===== src/rtl/debug_run_controller.sv =====
// rtl/debug_run_controller.sv - run/step/halt sequencer with a GPR dump engine on a byte stream
module debug_run_controller #(
  parameter int NB_DATA = 32,
  parameter int N_REGS  = 32,
  parameter int NB_ADDR = 5,
  parameter int NB_CMD  = 8
) (
  input  logic               clk,
  input  logic               i_reset_n,
  input  logic               i_cmd_valid,
  input  logic [NB_CMD-1:0]  i_cmd,
  output logic               o_cmd_ready,
  input  logic               i_halt_instr,
  input  logic [NB_ADDR-1:0] i_id_rs_addr,
  output logic [NB_ADDR-1:0] o_rf_rs_addr,
  input  logic [NB_DATA-1:0] i_rf_rs_data,
  output logic               o_pipe_enable,
  output logic               o_tx_valid,
  output logic [7:0]         o_tx_data,
  input  logic               i_tx_ready,
  output logic               o_halted
);

  localparam int NB_BYTES = NB_DATA / 8;
  localparam int NB_BCNT  = (NB_BYTES > 1) ? $clog2(NB_BYTES) : 1;
  localparam logic [NB_BCNT-1:0] LAST_BYTE = NB_BCNT'(NB_BYTES - 1);
  localparam logic [NB_ADDR-1:0] LAST_REG  = NB_ADDR'(N_REGS - 1);
  localparam logic [NB_CMD-1:0]  CMD_RUN   = NB_CMD'(1);
  localparam logic [NB_CMD-1:0]  CMD_STEP  = NB_CMD'(2);
  localparam logic [NB_CMD-1:0]  CMD_DUMP  = NB_CMD'(3);
  localparam logic [NB_CMD-1:0]  CMD_HALT  = NB_CMD'(4);

  typedef enum logic [2:0] {
    ST_IDLE,
    ST_RUN,
    ST_STEP,
    ST_DUMP_READ,
    ST_DUMP_SEND,
    ST_HALTED
  } state_t;

  state_t state, state_next;

  logic [NB_ADDR-1:0] reg_idx;
  logic [NB_BCNT-1:0] byte_cnt;
  logic [NB_DATA-1:0] shift_reg;
  logic               ret_halted;
  logic               cmd_ready;
  logic               dump_start;
  logic               tx_fire;
  logic               last_byte;
  logic               last_reg;

  assign tx_fire   = (state == ST_DUMP_SEND) && i_tx_ready;
  assign last_byte = (byte_cnt == LAST_BYTE);
  assign last_reg  = (reg_idx == LAST_REG);

  always_ff @(posedge clk or negedge i_reset_n) begin
    if (!i_reset_n) begin
      state <= ST_IDLE;
    end else begin
      state <= state_next;
    end
  end

  always_comb begin
    state_next    = state;
    cmd_ready     = 1'b0;
    dump_start    = 1'b0;
    o_pipe_enable = 1'b0;
    o_tx_valid    = 1'b0;
    o_halted      = 1'b0;
    case (state)
      ST_IDLE: begin
        cmd_ready = 1'b1;
        if (i_cmd_valid) begin
          if (i_cmd == CMD_RUN) begin
            state_next = ST_RUN;
          end else if (i_cmd == CMD_STEP) begin
            state_next = ST_STEP;
          end else if (i_cmd == CMD_DUMP) begin
            state_next = ST_DUMP_READ;
            dump_start = 1'b1;
          end
        end
      end
      ST_RUN: begin
        cmd_ready     = 1'b1;
        o_pipe_enable = 1'b1;
        // A halt opcode and a HALT command on the same edge collapse into one transition
        if (i_halt_instr || (i_cmd_valid && (i_cmd == CMD_HALT))) begin
          state_next = ST_HALTED;
        end
      end
      ST_STEP: begin
        o_pipe_enable = 1'b1;
        state_next    = i_halt_instr ? ST_HALTED : ST_IDLE;
      end
      ST_DUMP_READ: begin
        state_next = ST_DUMP_SEND;
      end
      ST_DUMP_SEND: begin
        o_tx_valid = 1'b1;
        if (i_tx_ready && last_byte) begin
          if (last_reg) begin
            state_next = ret_halted ? ST_HALTED : ST_IDLE;
          end else begin
            state_next = ST_DUMP_READ;
          end
        end
      end
      ST_HALTED: begin
        cmd_ready = 1'b1;
        o_halted  = 1'b1;
        if (i_cmd_valid && (i_cmd == CMD_DUMP)) begin
          state_next = ST_DUMP_READ;
          dump_start = 1'b1;
        end
      end
      default: begin
        state_next = ST_IDLE;
      end
    endcase
  end

  // Ready is forced low during reset even though the held state is IDLE
  assign o_cmd_ready  = cmd_ready & i_reset_n;
  assign o_tx_data    = o_tx_valid ? shift_reg[7:0] : 8'h00;
  assign o_rf_rs_addr = ((state == ST_DUMP_READ) || (state == ST_DUMP_SEND)) ? reg_idx : i_id_rs_addr;

  always_ff @(posedge clk or negedge i_reset_n) begin
    if (!i_reset_n) begin
      reg_idx    <= '0;
      byte_cnt   <= '0;
      shift_reg  <= '0;
      ret_halted <= 1'b0;
    end else begin
      if (dump_start) begin
        ret_halted <= (state == ST_HALTED);
      end
      if (state == ST_DUMP_READ) begin
        shift_reg <= i_rf_rs_data;
        byte_cnt  <= '0;
      end else if (tx_fire) begin
        shift_reg <= shift_reg >> 8;
        byte_cnt  <= byte_cnt + NB_BCNT'(1);
        if (last_byte) begin
          reg_idx <= last_reg ? '0 : reg_idx + NB_ADDR'(1);
        end
      end
    end
  end

endmodule

===== config.mk =====
export PLATFORM = sky130hd
export DESIGN_NAME = debug_run_controller
export DESIGN_NICKNAME = d
export VERILOG_FILES = /design/src/rtl/debug_run_controller.sv
export SDC_FILE = /design/constraint.sdc
export NUM_CORES = 1
export LEC_CHECK = 0
export CAP_MARGIN = 5
export CORE_ASPECT_RATIO = 1.5
export CORE_MARGIN = 5
export CORE_UTILIZATION = 62
export DETAILED_ROUTE_END_ITERATION = 10
export DONT_BUFFER_PORTS = 1
export GPL_TIMING_DRIVEN = 0
export PLACE_DENSITY = 0.77
export SLEW_MARGIN = 20
export SYNTH_ARGS = -nofsm -noshare
export SYNTH_HDL_FRONTEND = slang
export SYNTH_SLANG_ARGS = --single-unit

===== constraint.sdc =====
create_clock -name clk -period 2 [get_ports clk]
set_input_delay 0.2 -clock clk [delete_from_list [all_inputs] [get_ports clk]]
set_output_delay 0.2 -clock clk [all_outputs]
set_load 0.05 [all_outputs]

==> flow_summary.json <==
{
  "status": "finished clean",
  "critPathSlowestCell": "mux2_2",
  "clock_path_buffers": 2,
  "yosys.area.top_type": "dfrtp_1",
  "antenna_found_initial": 0,
  "post_dp_cell_area_mm2": 0.00228,
  "design_area_mm2": 0.00243,
  "required_ns": 1.80,
  "ys_warn_count": 0,
  "slew_viol_final": 0,
  "worstSetupPathType": "flop to primary output",
  "synth_top_cells_by_area": "dfrtp_1, nand2_1, a22oi_1",
  "htree_levels": 2,
  "p_per_area_mw_per_mm2": 1260,
  "synth_top_area_share_pct": 48.4,
  "drive_gt1_share_pct": 16.1,
  "ff2ff_path_depth": 5,
  "layout_setup_ws_ns": 0.0802,
  "post_cts_buffers": 0,
  "core_mm2": 0.00345,
  "grt_max_degree": 44,
  "p_leak_nw": 1.14,
  "pre_cts_slack_ns": 0.00491,
  "critical_path_peak_fanout": 7,
  "crit_chain": "and3b_1 > nor2_2 > mux2_2",
  "port-buffer-count": 0,
  "syn2layout_area_growth_pct": 9.34,
  "antenna_cells_inserted": 0,
  "setup_violations": 0,
  "arrival_ns": 1.72,
  "wire_per_inst_um": 17.6,
  "place_hpwl_um": 3910,
  "die_h_um": 83.3,
  "dr.first_iter.drc_count": 125,
  "gp_congestion": 0.882,
  "ir_drop_uv": 882,
  "die_w_um": 58.9,
  "row_count": 26,
  "ys_types": 41,
  "fin_crit_sh_pct": 96.0,
  "cp-start-kind": "flop",
  "yosysSeqAreaShare_pct": 48.4,
  "grt_pass1_wl_um": 8800,
  "largest_reg_flops": 32,
  "first_pass_iters": 4,
  "synth-seq-cells": 43,
  "fin_skew_ns": 0.00682,
  "vias": 1780,
  "synth-main-ff-cell": "dfrtp_1",
  "cp-end-kind": "primary output",
  "hold_path_depth": 2,
  "fmax_mhz": 521,
  "reg2reg_slack_ns": 0.15,
  "nNetsFinal": 303,
  "hold_path_class": "input pin to flop",
  "syn-cell-area_mm2": 0.00222,
  "antenna_left": 0,
  "clk_pin_slew_ns": 0.07,
  "yosysMostFrequentCell": "nand2_1",
  "synthArstFlopShare_pct": 100,
  "viasPerCell": 6.12,
  "synth_edf_count": 0,
  "cts_tree": "built",
  "slowest_delay_ns": 0.50,
  "clk_latency_ns": 0.29,
  "hold_viol": 0,
  "relSlewSlack_pct": 41.3,
  "start_util_pct": 64.5,
  "track_usage_pct": 23.0,
  "syn-num-nets": 294,
  "cts_inserted_buffers": 5,
  "worstMarginPinSlew_ns": 0.877,
  "first_global_vias": 1834,
  "syn_inst": 241,
  "ios": 67,
  "wl_um": 5120,
  "postSynthAreaPerCell_um2": 9.23,
  "cap_violations": 0,
  "grt_overflow": 0,
  "drc": 0,
  "period_minus_slack_ns": 1.92,
  "synthTopCellsByCount": "nand2_1, dfrtp_1, a22oi_1",
  "die-area_mm2": 0.00491,
  "cts_root_buffer": "clkbuf_8",
  "cts.sinks": 43
}
[layer usage]
metal	track usage, %	vias to the layer above	wire (um)	share of wire (%)
met5	0	-	0	0
met4	7.42	0	115	2.2
met3	6.83	11	390	7.6
met2	38.7	65	2720	53
met1	27.4	846	1890	37
li1	-	858	-	-
[per-stage QoR]
| step | cells | hold slack (ns) | setup TNS, ns | utilization [%] | total power [mW] |
|---|---|---|---|---|---|
| after CTS | 291 | 0.0248 | 0 | 69.7 | 3.04 |
| final | 291 | 0.0310 | 0 | 70.5 | 3.05 |
| after detailed placement | 283 | -0.0943 | 0 | 66.2 | 2.50 |
| after global routing | 291 | 0.0331 | -0.000348 | 70.5 | 3.29 |
| after floorplan | 241 | -0.0956 | 0 | - | 2.29 |
| after global placement | 283 | -0.0946 | 0 | 66.2 | 2.45 |
[final timing paths]
check                                          start                         to
max                             state[2]$_DFFE_PN0P_            o_rf_rs_addr[0]
min                                 i_rf_rs_data[31]  shift_reg[31]$_DFFE_PN0P_
max reg2reg                     state[2]$_DFFE_PN0P_  shift_reg[11]$_DFFE_PN0P_
min reg2reg                shift_reg[16]$_DFFE_PN0P_  shift_reg[16]$_DFFE_PN0P_
max in group asynchronous                  i_reset_n  shift_reg[11]$_DFFE_PN0P_
min in group asynchronous                  i_reset_n     reg_idx[3]$_DFFE_PN0P_
[cells in the final DEF, fill, tap and decap left out, types with 2 or more instances in the layout]
master	Yosys	layout
nand2_1	70	70
dfrtp_1	43	43
a22oi_1	21	21
o21ai_0	18	18
nor2_1	10	9
and2_4	0	8
mux2_2	7	7
clkbuf_1	9	6
clkbuf_8	0	5
inv_1	4	4
nand2b_1	4	4
nand3_1	4	4
a21oi_1	4	4
clkbuf_2	0	3
mux2i_1	3	3
ha_1	3	3
buf_4	1	2
buf_6	2	2
xnor2_1	2	2
buf_2	2	2
o31ai_1	2	2
o41ai_1	2	2
[logic make-up after synthesis]
family	after synthesis	share of synthesized area, %
AND/OR/NAND/NOR	110	23.5
AO/OA/AOI/OAI	55	16.8
flip-flops	43	48.4
buffers and inverters	18	4.00
multiplexers	10	4.90
adder cells (fa/ha/maj)	3	1.69
XOR/XNOR	2	0.788
[layout make-up]
type	count	area (um^2)
Multi-Input combinational cell	180	1100
Sequential cell	43	1080
Fill cell	292	1020
Buffer	14	81.3
Clock buffer	6	72.6
Tap cell	42	52.6
Timing Repair Buffer	2	30.0
Inverter	4	15.0
[what timing repair did]
item                                   CTS  global route
gates resized for setup                 11            17
endpoints found under the hold margin   43             0
hold buffers                             2             0
setup endpoints to repair               13            13
[report_power, final]
group | total (mW) | internal (mW) | leakage [nW] | switching (mW)
sequential | 1.33 | 1.15 | 0.579 | 0.184
combinational | 1.23 | 0.432 | 0.519 | 0.794
clock | 0.494 | 0.233 | 0.0371 | 0.262
[critical path, delay by kind of cell, from the launching register on]
family / cells / cell delay (ns)
flip-flops: 1 / 0.46
multiplexers: 1 / 0.50
AND/OR/NAND/NOR: 2 / 0.47
Power figures use the tool's default switching activity.
